$ cat src/rtl/if_fetch_unit.sv
// if_fetch_unit: PC, instruction-memory handshake, one-entry skid buffer and IF/ID register.
module if_fetch_unit #(
    parameter logic [15:0] RESET_PC = 16'h0000,
    parameter logic [15:0] NOP_INST = 16'h0800
) (
    input  logic        clk,
    input  logic        rst,
    input  logic        pcKeep,
    input  logic        ifKeep,
    input  logic        ifClear,
    input  logic        branchTaken,
    input  logic [15:0] branchTarget,
    input  logic        memBusy,
    input  logic        instReady,
    input  logic [15:0] instData,
    output logic [15:0] instAddr,
    output logic        instReq,
    output logic [15:0] ifInst,
    output logic [15:0] ifPc,
    output logic        ifValid,
    output logic        fetchStall
);
    localparam logic [0:0] REQ = 1'b0;
    localparam logic [0:0] BUF = 1'b1;

    logic [0:0]  state_q, state_d;
    logic [15:0] pc_q, pc_d;
    logic [15:0] if_inst_q, if_inst_d;
    logic [15:0] if_pc_q, if_pc_d;
    logic        if_valid_q, if_valid_d;
    logic [15:0] buf_inst_q, buf_inst_d;
    logic [15:0] buf_pc_q, buf_pc_d;
    logic        hs, redirect, fetch_stall;

    always_comb begin
        instReq     = rst && state_q == REQ && !memBusy;
        hs          = instReq && instReady;
        redirect    = branchTaken && !pcKeep;
        state_d     = state_q;
        pc_d        = pc_q;
        if_inst_d   = if_inst_q;
        if_pc_d     = if_pc_q;
        if_valid_d  = if_valid_q;
        buf_inst_d  = buf_inst_q;
        buf_pc_d    = buf_pc_q;
        fetch_stall = 1'b0;
        if (state_q == REQ) begin
            if (hs && !pcKeep) pc_d = pc_q + 16'd1;
            if (hs && !ifKeep) begin
                if_inst_d  = instData;
                if_pc_d    = pc_q + 16'd1;
                if_valid_d = 1'b1;
            end else if (hs) begin
                buf_inst_d = instData;
                buf_pc_d   = pc_q + 16'd1;
                state_d    = BUF;
            end else if (!ifKeep) begin
                if_inst_d   = NOP_INST;
                if_pc_d     = 16'd0;
                if_valid_d  = 1'b0;
                fetch_stall = rst;
            end
        end else if (!ifKeep) begin
            // Resume right after the parked word even if pcKeep froze the PC at capture.
            if_inst_d  = buf_inst_q;
            if_pc_d    = buf_pc_q;
            if_valid_d = 1'b1;
            state_d    = REQ;
            if (!ifClear) pc_d = buf_pc_q;
        end
        if (redirect) begin
            pc_d        = branchTarget;
            state_d     = REQ;
            if_inst_d   = if_inst_q;
            if_pc_d     = if_pc_q;
            if_valid_d  = if_valid_q;
            fetch_stall = 1'b0;
        end
        if (ifClear) begin
            if_inst_d   = NOP_INST;
            if_pc_d     = 16'd0;
            if_valid_d  = 1'b0;
            state_d     = REQ;
            fetch_stall = 1'b0;
        end
    end

    always_ff @(posedge clk) begin
        if (!rst) begin
            state_q    <= REQ;
            pc_q       <= RESET_PC;
            if_inst_q  <= NOP_INST;
            if_pc_q    <= 16'd0;
            if_valid_q <= 1'b0;
            buf_inst_q <= NOP_INST;
            buf_pc_q   <= 16'd0;
        end else begin
            state_q    <= state_d;
            pc_q       <= pc_d;
            if_inst_q  <= if_inst_d;
            if_pc_q    <= if_pc_d;
            if_valid_q <= if_valid_d;
            buf_inst_q <= buf_inst_d;
            buf_pc_q   <= buf_pc_d;
        end
    end

    assign instAddr   = pc_q;
    assign ifInst     = if_inst_q;
    assign ifPc       = if_pc_q;
    assign ifValid    = if_valid_q;
    assign fetchStall = fetch_stall;
endmodule

$ cat config.mk
export PLATFORM = sky130hd
export DESIGN_NAME = if_fetch_unit
export DESIGN_NICKNAME = d
export VERILOG_FILES = /design/src/rtl/if_fetch_unit.sv
export SDC_FILE = /design/constraint.sdc
export NUM_CORES = 1
export LEC_CHECK = 0
export ABC_CLOCK_PERIOD_IN_PS = 2900
export CAP_MARGIN = 30
export CORE_UTILIZATION = 30
export CTS_CLUSTER_DIAMETER = 50
export CTS_CLUSTER_SIZE = 16
export DETAILED_ROUTE_END_ITERATION = 16
export PLACE_DENSITY_LB_ADDON = 0.08
export SETUP_SLACK_MARGIN = 0.02
export SLEW_MARGIN = 30
export SYNTH_ARGS = -nofsm -noshare
export SYNTH_HDL_FRONTEND = slang
export SYNTH_SLANG_ARGS = --single-unit
$ cat constraint.sdc
create_clock -name clk -period 2.9 [get_ports clk]
set_input_delay 0.435 -clock clk [delete_from_list [all_inputs] [get_ports clk]]
set_output_delay 0.435 -clock clk [all_outputs]
set_load 0.005 [all_outputs]
=== Word level (Yosys, flattened, before mapping) ===
Index checks and enable logic that the tools add are counted.

* Word-level logic and storage cells: 62
* Output and inout port bits: 51
* Input bits: 40
* Bits in registers: 82

* Eq/ne operators: 5
* Add/sub/neg operators: 1
* Reductions and logical operators: 15
* Bitwise logic cells: 4
* Mux-type cells: 30

{| class="wikitable"
|+ Operators with widths
! cell !! number
|-
| 16-bit two-way mux || 15
|-
| 16-bit by 1-bit adder with 16-bit output (second input constant) || 1
|-
| 1-bit two-way mux || 15
|-
| 3-bit by 2-bit != test with 1-bit output (second input constant) || 3
|-
| 1-bit logical AND || 6
|-
| 3-bit AND reduction || 2
|-
| 1-bit inverter || 4
|-
| 4-bit AND reduction || 1
|-
| 1-bit logical NOT || 3
|-
| 3-bit by 1-bit != test with 1-bit output (second input constant) || 1
|-
| 3-bit nonzero test || 1
|-
| 3-bit OR reduction || 1
|-
| 2-bit != test (second input constant) || 1
|-
| 2-bit OR reduction || 1
|}

=== Logic depth before layout (Yosys ltp) ===
Gate-level depths: netlist of the first run.

* Depth after elaboration: 9
* Mapped depth: 7
* Depth with buffers taken out: 6

=== Least setup slack after synthesis of the first run ===
Ideal clock, no wire load.

* Path kind: input -> output
* Start: input port pcKeep
* End: output port fetchStall
* Path buffers: 3
* Stages: 6
* Slack: 1.093 ns
* Required time: 2.465 ns
* Arrival: 1.372 ns
* Cell sequence: nand2b_1 > clkbuf_1 > nand2b_1 > buf_2 > buf_1 > nor3_1

* Cells in the longest elaborated chain, start to end: 4

{| class="wikitable"
|+ Ends and longest elaborated chain
! item !! line !! text
|-
| from (decl) || 8 || <nowiki>input logic pcKeep,</nowiki>
|-
| 1-bit logical NOT || 38 || <nowiki>redirect = branchTaken && !pcKeep;</nowiki>
|-
| 1-bit logical AND || 38 ||
|-
| 1-bit two-way mux || 71 || <nowiki>if (redirect) begin</nowiki>
|-
| 1-bit two-way mux || 79 || <nowiki>if (ifClear) begin</nowiki>
|-
| to (decl) || 21 || <nowiki>output logic fetchStall</nowiki>
|}

No other way between the ends.

=== Worst setup path in the final report of the first run ===
* Start: input port memBusy
* End: output port fetchStall

* Cells in the longest elaborated chain, start to end: 8
* Elaborated cells between the ends (all ways): 9
* Those cells by class: mux (5); reduce/logical (4)

{| class="wikitable"
|+ Ends and longest elaborated chain
! item !! line !! text
|-
| from (decl) || 13 || <nowiki>input logic memBusy,</nowiki>
|-
| 1-bit logical NOT (*) || 36 || <nowiki>instReq = rst && state_q == REQ && !memBusy;</nowiki>
|-
| 1-bit logical AND (*) || 36 ||
|-
| 1-bit logical AND (*) || 37 || <nowiki>hs = instReq && instReady;</nowiki>
|-
| 1-bit two-way mux or 1-bit logical AND (tied branches) || 53, 49 ||
|-
| 1-bit two-way mux (*) || 49 || <nowiki>if (hs && !ifKeep) begin</nowiki>
|-
| 1-bit two-way mux (*) || 47 || <nowiki>if (state_q == REQ) begin</nowiki>
|-
| 1-bit two-way mux (*) || 71 ||
|-
| 1-bit two-way mux (*) || 79 ||
|}

Every way passes the cells marked *; elsewhere a longest branch is shown, timed or not.

==> results of run 1 <==
-- critical path, delay by kind of cell --
| kind | cells | cell delay, ns |
|---|---|---|
| and+or+nand+nor | 1 | 0.29 |
| buffers and inverters | 4 | 1.19 |
| AOI/OAI and AO/OA | 1 | 0.22 |
-- cells by family after synthesis --
logic type / after synthesis / share of synthesized area
adders and majority gates: 1 / 0.00341
xor gates and xnor gates: 14 / 0.0334
muxes: 2 / 0.00546
DFF: 82 / 0.447
and+or+nand+nor: 168 / 0.216
AOI/OAI and AO/OA: 127 / 0.246
buffers and inverters: 42 / 0.0481
-- placed cells by master (no fill, tap or decap), types with 3 or more instances in the layout --
cell and count:
a21boi_0 17, a21o_1 4, a21oi_1 32, a221oi_1 17, a22o_1 6, a32o_1 3
and2_1 3, buf_4 17, clkbuf_16 9, clkdlybuf4s50_1 89, dfxtp_1 82, inv_1 7
nand2_1 64, nand2b_1 9, nand3_1 5, nand4_1 3, nor2_1 42, nor2b_1 3
nor3_1 24, o211a_1 5, o211ai_1 5, o21ai_0 18, o221ai_1 4, xnor2_1 9
xor2_1 5
-- how the worst min path moves through the flow --
stage | from | cells past startpoint | slack [ns] | end
floorplan | ifPc[5] | 2 | 0.43 | ifPc[5]
global placement | ifPc[5] | 2 | 0.43 | ifPc[5]
detailed placement | ifPc[5] | 2 | 0.44 | ifPc[5]
CTS | ifPc[5] | 2 | 0.45 | ifPc[5]
global route | ifPc[5] | 2 | 0.48 | ifPc[5]
finish | ifPc[5] | 2 | 0.44 | ifPc[5]
-- sequential cells by signal (all words and copies together) (netlist names) --
name,count
ifValid,1
instAddr,16
buf_pc_q,16
ifInst,16
buf_inst_q,16
ifPc,16
state_q,1
-- power groups by stage --
stage                     Combinational [mW]  Sequential, mW  Clock, mW
after detailed placement               0.314            1.23          0
after global placement                 0.313            1.23          0
after floorplan                        0.153            1.22          0
after CTS                              0.315            1.20       1.20
final                                  0.311            1.20       1.17
after global routing                   0.342            1.21       1.25
-- per-stage QoR --
stage | std cells | power (mW)
after floorplan | 436 | 1.37
after detailed placement | 656 | 1.54
after CTS | 672 | 2.72
after global routing | 672 | 2.80
after global placement | 656 | 1.54
final | 672 | 2.68
-- layout make-up --
cell class	instances	area share
clock inverter	6	0.0127
inverter	8	0.00597
clock buffer	10	0.0475
multi-input combinational	312	0.368
tap	147	0.0365
timing repair buffer	107	0.203
sequential	82	0.326
-- layer usage --
| layer | up-vias | share of wire | GRT usage |
|---|---|---|---|
| met5 | - | 0 | 0 |
| met4 | 0 | 0.023 | 0.0916 |
| met3 | 18 | 0.037 | 0.0346 |
| met2 | 80 | 0.47 | 0.298 |
| met1 | 1669 | 0.47 | 0.228 |
| li1 | 1731 | - | - |
==> flow_summary.toml, run 1 <==
[yosys]
ys_seq_area_frac = 0.447
ys_types = 53
yosysTopAreaCell = "dfxtp_1"
ys_top_cells_by_area = "dfxtp_1 (45%), nand2_1 (6.5%), a21oi_1 (4.4%), nor2_1 (4.3%), a221oi_1 (4.1%)"
synth_most_common_cell = "dfxtp_1"
yosys-top-cells-count = "dfxtp_1 (82), nand2_1 (64), nor2_1 (42)"
syn_area_um2 = 3670
synth_nets = 477
synth-seq-cells = 82
yosysTopAreaCellShare = 0.447
async_flop_share = 0
synth_edf_count = 0
synthCells = 436
yosys_warnings = 0
synth_top_flop_cell = "dfxtp_1"
syn_area_per_cell_um2 = 8.41

[critical_path]
crit_arrival_ns = 2.13
rrSetupSlack_ns = 0.79
startpoint_type = "primary input"
critPathMaxStageDelay_ns = 0.60
crit_chain = "clkdlybuf4s50_1, inv_1, a31oi_1, inv_1, nor3_1, clkdlybuf4s50_1"
crit_path_max_fanout = 2
path_class = "primary input to primary output"
critPathCapture = "fetchStall"
end_kind = "primary output"
r2r-end = "instAddr[6]"
crit_slowest_cell = "clkdlybuf4s50_1"
crit_start = "memBusy"
rr_worst_depth = 6
required_ns = 2.47
rr_startpoint = "instAddr[0]"

[timing]
setup_ws_ns = 0.333
rsz0062_at_grt = "no"
hold_viol_final = 0
fmax_mhz = 390
period_needed_ns = 2.57
setup_viol = 0
worst_slew_pin_slew_ns = 0.817
period_share = 0.885
clock_skew_ns = 0.00770
maxSlewViolCount = 0
slew_headroom = 0.451
fin_setup_tns_ns = 0
hold_ws_ns = 0.442

[pwr]
p_comb_frac = 0.116
netSwitchingPower_mw = 0.663
pwr-share-clk = 0.435
powerDensity_nw_per_um2 = 532
power.leakage_nw = 1.85
p_int_mw = 2.01
ir_worst_vdd_uv = 210
pwr-share-seq = 0.449
netSwitchingFraction = 0.248

[finish]
areaGrowthSynthToFinish_pct = 37.2
diodes = 0
seq_area_um2 = 1640
fillers = 1197
drive_gt1_frac = 0.0800
multi_input_area_um2 = 1850
nNetsFinal = 561
utilization = 0.421
design_area_um2 = 5030

[route]
wl_um = 10900
ant_nets = 0
drt_pre_antenna_iters = 7
vias = 3498
wl_per_cell_um = 16.2
drt-initial-drc-count = 163
drc_errors = 0
vias_per_cell = 5.21

[floorplan]
die_h_um = 113
die_w_um = 113
fp-row-count = 40
placeableCoreArea_um2 = 12000
ios = 91
start_util = 0.307
dieArea_um2 = 12700

[clocking]
cts_setup_buffers = 0
cts.sink_count = 82
path_clk_slew_ns = 0.06
cts_resized = 0
cts-buffers-inserted = 9
cts_tree = "done"
htree_levels = 3
ctsHoldBuffers = 0
cts_buffer_depth = 2
clockRootBuffer = "clkbuf_16"
clk_latency_ns = 0.34

[placement]
place_area_um2 = 4730
globalplace.congestion = 0.749
io_buffers = 90
pre_cts_slack_ns = 0.396
hpwlAfterDp_um = 7360

[global_routing]
overflow = 0
first_global_vias = 3484
grt_max_degree = 54
grt_antenna_before_repair = 0
track_usage = 0.182
grt_pass1_wl_um = 17700

[run]
cap_violations = 0

[worst_hold_path]
hp-class = "flip-flop to flip-flop"

[outcome]
status = "completed"
No activity file was read; power rests on OpenSTA's default activity.
==> run 2, diff against run 1 <==
--- a/config.mk
+++ b/config.mk
@@ -7,13 +7,12 @@
 export LEC_CHECK = 0
 export ABC_CLOCK_PERIOD_IN_PS = 2900
 export CAP_MARGIN = 30
-export CORE_UTILIZATION = 30
+export CORE_UTILIZATION = 53
 export CTS_CLUSTER_DIAMETER = 50
 export CTS_CLUSTER_SIZE = 16
 export DETAILED_ROUTE_END_ITERATION = 16
 export PLACE_DENSITY_LB_ADDON = 0.08
 export SETUP_SLACK_MARGIN = 0.02
-export SLEW_MARGIN = 30
 export SYNTH_ARGS = -nofsm -noshare
 export SYNTH_HDL_FRONTEND = slang
 export SYNTH_SLANG_ARGS = --single-unit
==> run 2 against run 1 <==
Non-clock buffer count did not move. Wire length decreased by 9.7%. First-iteration DRC count grew 6.7%. Sequential cell count did not move. Sequential share of layout area increased by 1.1 points. Global-route usage up 9.7 points. Final cell count down 11%. Critical endpoint unchanged. Largest cell class unchanged.
==> flow_summary.toml, run 2 (synthesis gave the netlist of run 1 again) <==
[pwr]
ir_worst_vdd_uv = 346
pwr-share-seq = 0.496
netSwitchingPower_mw = 0.589
pwr-share-clk = 0.376
netSwitchingFraction = 0.243
power.leakage_nw = 1.81
p_comb_frac = 0.129
powerDensity_nw_per_um2 = 497
p_int_mw = 1.83

[placement]
place_area_um2 = 4650
globalplace.congestion = 0.807
io_buffers = 90
hpwlAfterDp_um = 6460

[outcome]
status = "completed"

[floorplan]
ios = 91
placeableCoreArea_um2 = 6530
dieArea_um2 = 7260
die_w_um = 85.2
start_util = 0.562
die_h_um = 85.2
fp-row-count = 29

[route]
wl_per_cell_um = 16.3
drc_errors = 0
vias = 3615
drt_pre_antenna_iters = 4
vias_per_cell = 6.01
wl_um = 9830
ant_nets = 0
drt-initial-drc-count = 174

[critical_path]
crit_cells = 6
rr_worst_depth = 6
crit_family = "buffers and inverters"
critPathMaxStageDelay_ns = 0.54
crit_path_max_fanout = 2
path_class = "primary input to primary output"
crit_chain = "clkdlybuf4s50_1, inv_1, a31oi_1, inv_1, nor3_1, clkdlybuf4s50_1"
end_kind = "primary output"
required_ns = 2.47
rr_startpoint = "instAddr[0]"
startpoint_type = "primary input"
r2r-end = "ifPc[4]"
crit_arrival_ns = 1.98
path_buf_inv = 4
crit_slowest_cell = "clkdlybuf4s50_1"
rrSetupSlack_ns = 0.72

[worst_hold_path]
min_to = "ifPc[9]"
hp-class = "flip-flop to flip-flop"
min-delay-start = "ifPc[9]"
hold_path_depth = 2

[clocking]
clk_latency_ns = 0.35
cts_tree = "done"
path_clk_slew_ns = 0.08
cts_resized = 0
cts.sink_count = 82
cts_setup_buffers = 0
ctsHoldBuffers = 0
cts_buffer_depth = 2
htree_levels = 3
clockRootBuffer = "clkbuf_8"
cts-buffers-inserted = 9

[finish]
fillers = 521
nNetsFinal = 561
design_area_um2 = 4860
mostFrequentLayoutCells = "clkdlybuf4s50_1 (90), dfxtp_1 (82), nand2_1 (64)"
diodes = 0
final_common_cell = "clkdlybuf4s50_1"
areaGrowthSynthToFinish_pct = 32.6
drive_gt1_frac = 0.0744

[global_routing]
overflow = 0
grt_antenna_before_repair = 0
grt_max_degree = 40
grt_pass1_wl_um = 16000
first_global_vias = 3389
track_usage = 0.279

[timing]
period_share = 0.834
fmax_mhz = 414
clock_skew_ns = 0.0106
maxSlewViolCount = 0
hold_ws_ns = 0.462
period_needed_ns = 2.42
setup_viol = 0
hold_viol_final = 0
slew_headroom = 0.539
worst_slew_pin_slew_ns = 0.686
fin_setup_tns_ns = 0
rsz0062_at_grt = "no"

[run]
cap_violations = 0
-- run 2: layout make-up --
class / instances / area, um^2 / share of cell area
Clock inverter: 4 / 76.3 / 0.0157
Clock buffer: 11 / 141 / 0.0291
Inverter: 8 / 30.0 / 0.00617
Multi-Input combinational cell: 312 / 1850 / 0.380
Tap cell: 77 / 96.3 / 0.0198
Sequential cell: 82 / 1640 / 0.337
Timing Repair Buffer: 107 / 1030 / 0.211
-- run 2: power groups by stage --
stage / clock network [mW] / logic, mW / registers (mW)
after floorplan: 0 / 0.153 / 1.22
after global placement: 0 / 0.301 / 1.22
after detailed placement: 0 / 0.306 / 1.22
after CTS: 0.914 / 0.310 / 1.20
after global routing: 0.960 / 0.339 / 1.20
final: 0.909 / 0.311 / 1.20
-- run 2: worst max path at each step --
| stage | from | to | slack [ns] |
|---|---|---|---|
| final | memBusy | fetchStall | 0.48 |
| after global routing | memBusy | fetchStall | 0.37 |
| after CTS | memBusy | fetchStall | 0.46 |
| after detailed placement | memBusy | fetchStall | 0.48 |
| after global placement | memBusy | fetchStall | 0.50 |
| after floorplan | pcKeep | fetchStall | 1.09 |
-- run 2: worst min-delay path: stages (launching register included) --
cell and delay, ns:
dfxtp_1 0.33, nand2_1 0.05, o21ai_0 0.06
-- run 2: per-layer routing --
layer,wire [um],GRT usage,up-vias
li1,-,-,1724
met4,143,0.100,0
met2,4690,0.459,132
met5,0,0,-
met3,585,0.0467,13
met1,4410,0.370,1746
-- run 2: per-stage QoR --
stage               power [mW]  utilization  setup WS, ns  cells
floorplan                 1.37            -          1.09    436
global placement          1.52        0.711         0.500    586
detailed placement        1.53        0.711         0.482    586
CTS                       2.42        0.745         0.463    601
global route              2.50        0.745         0.367    601
finish                    2.42        0.745         0.482    601
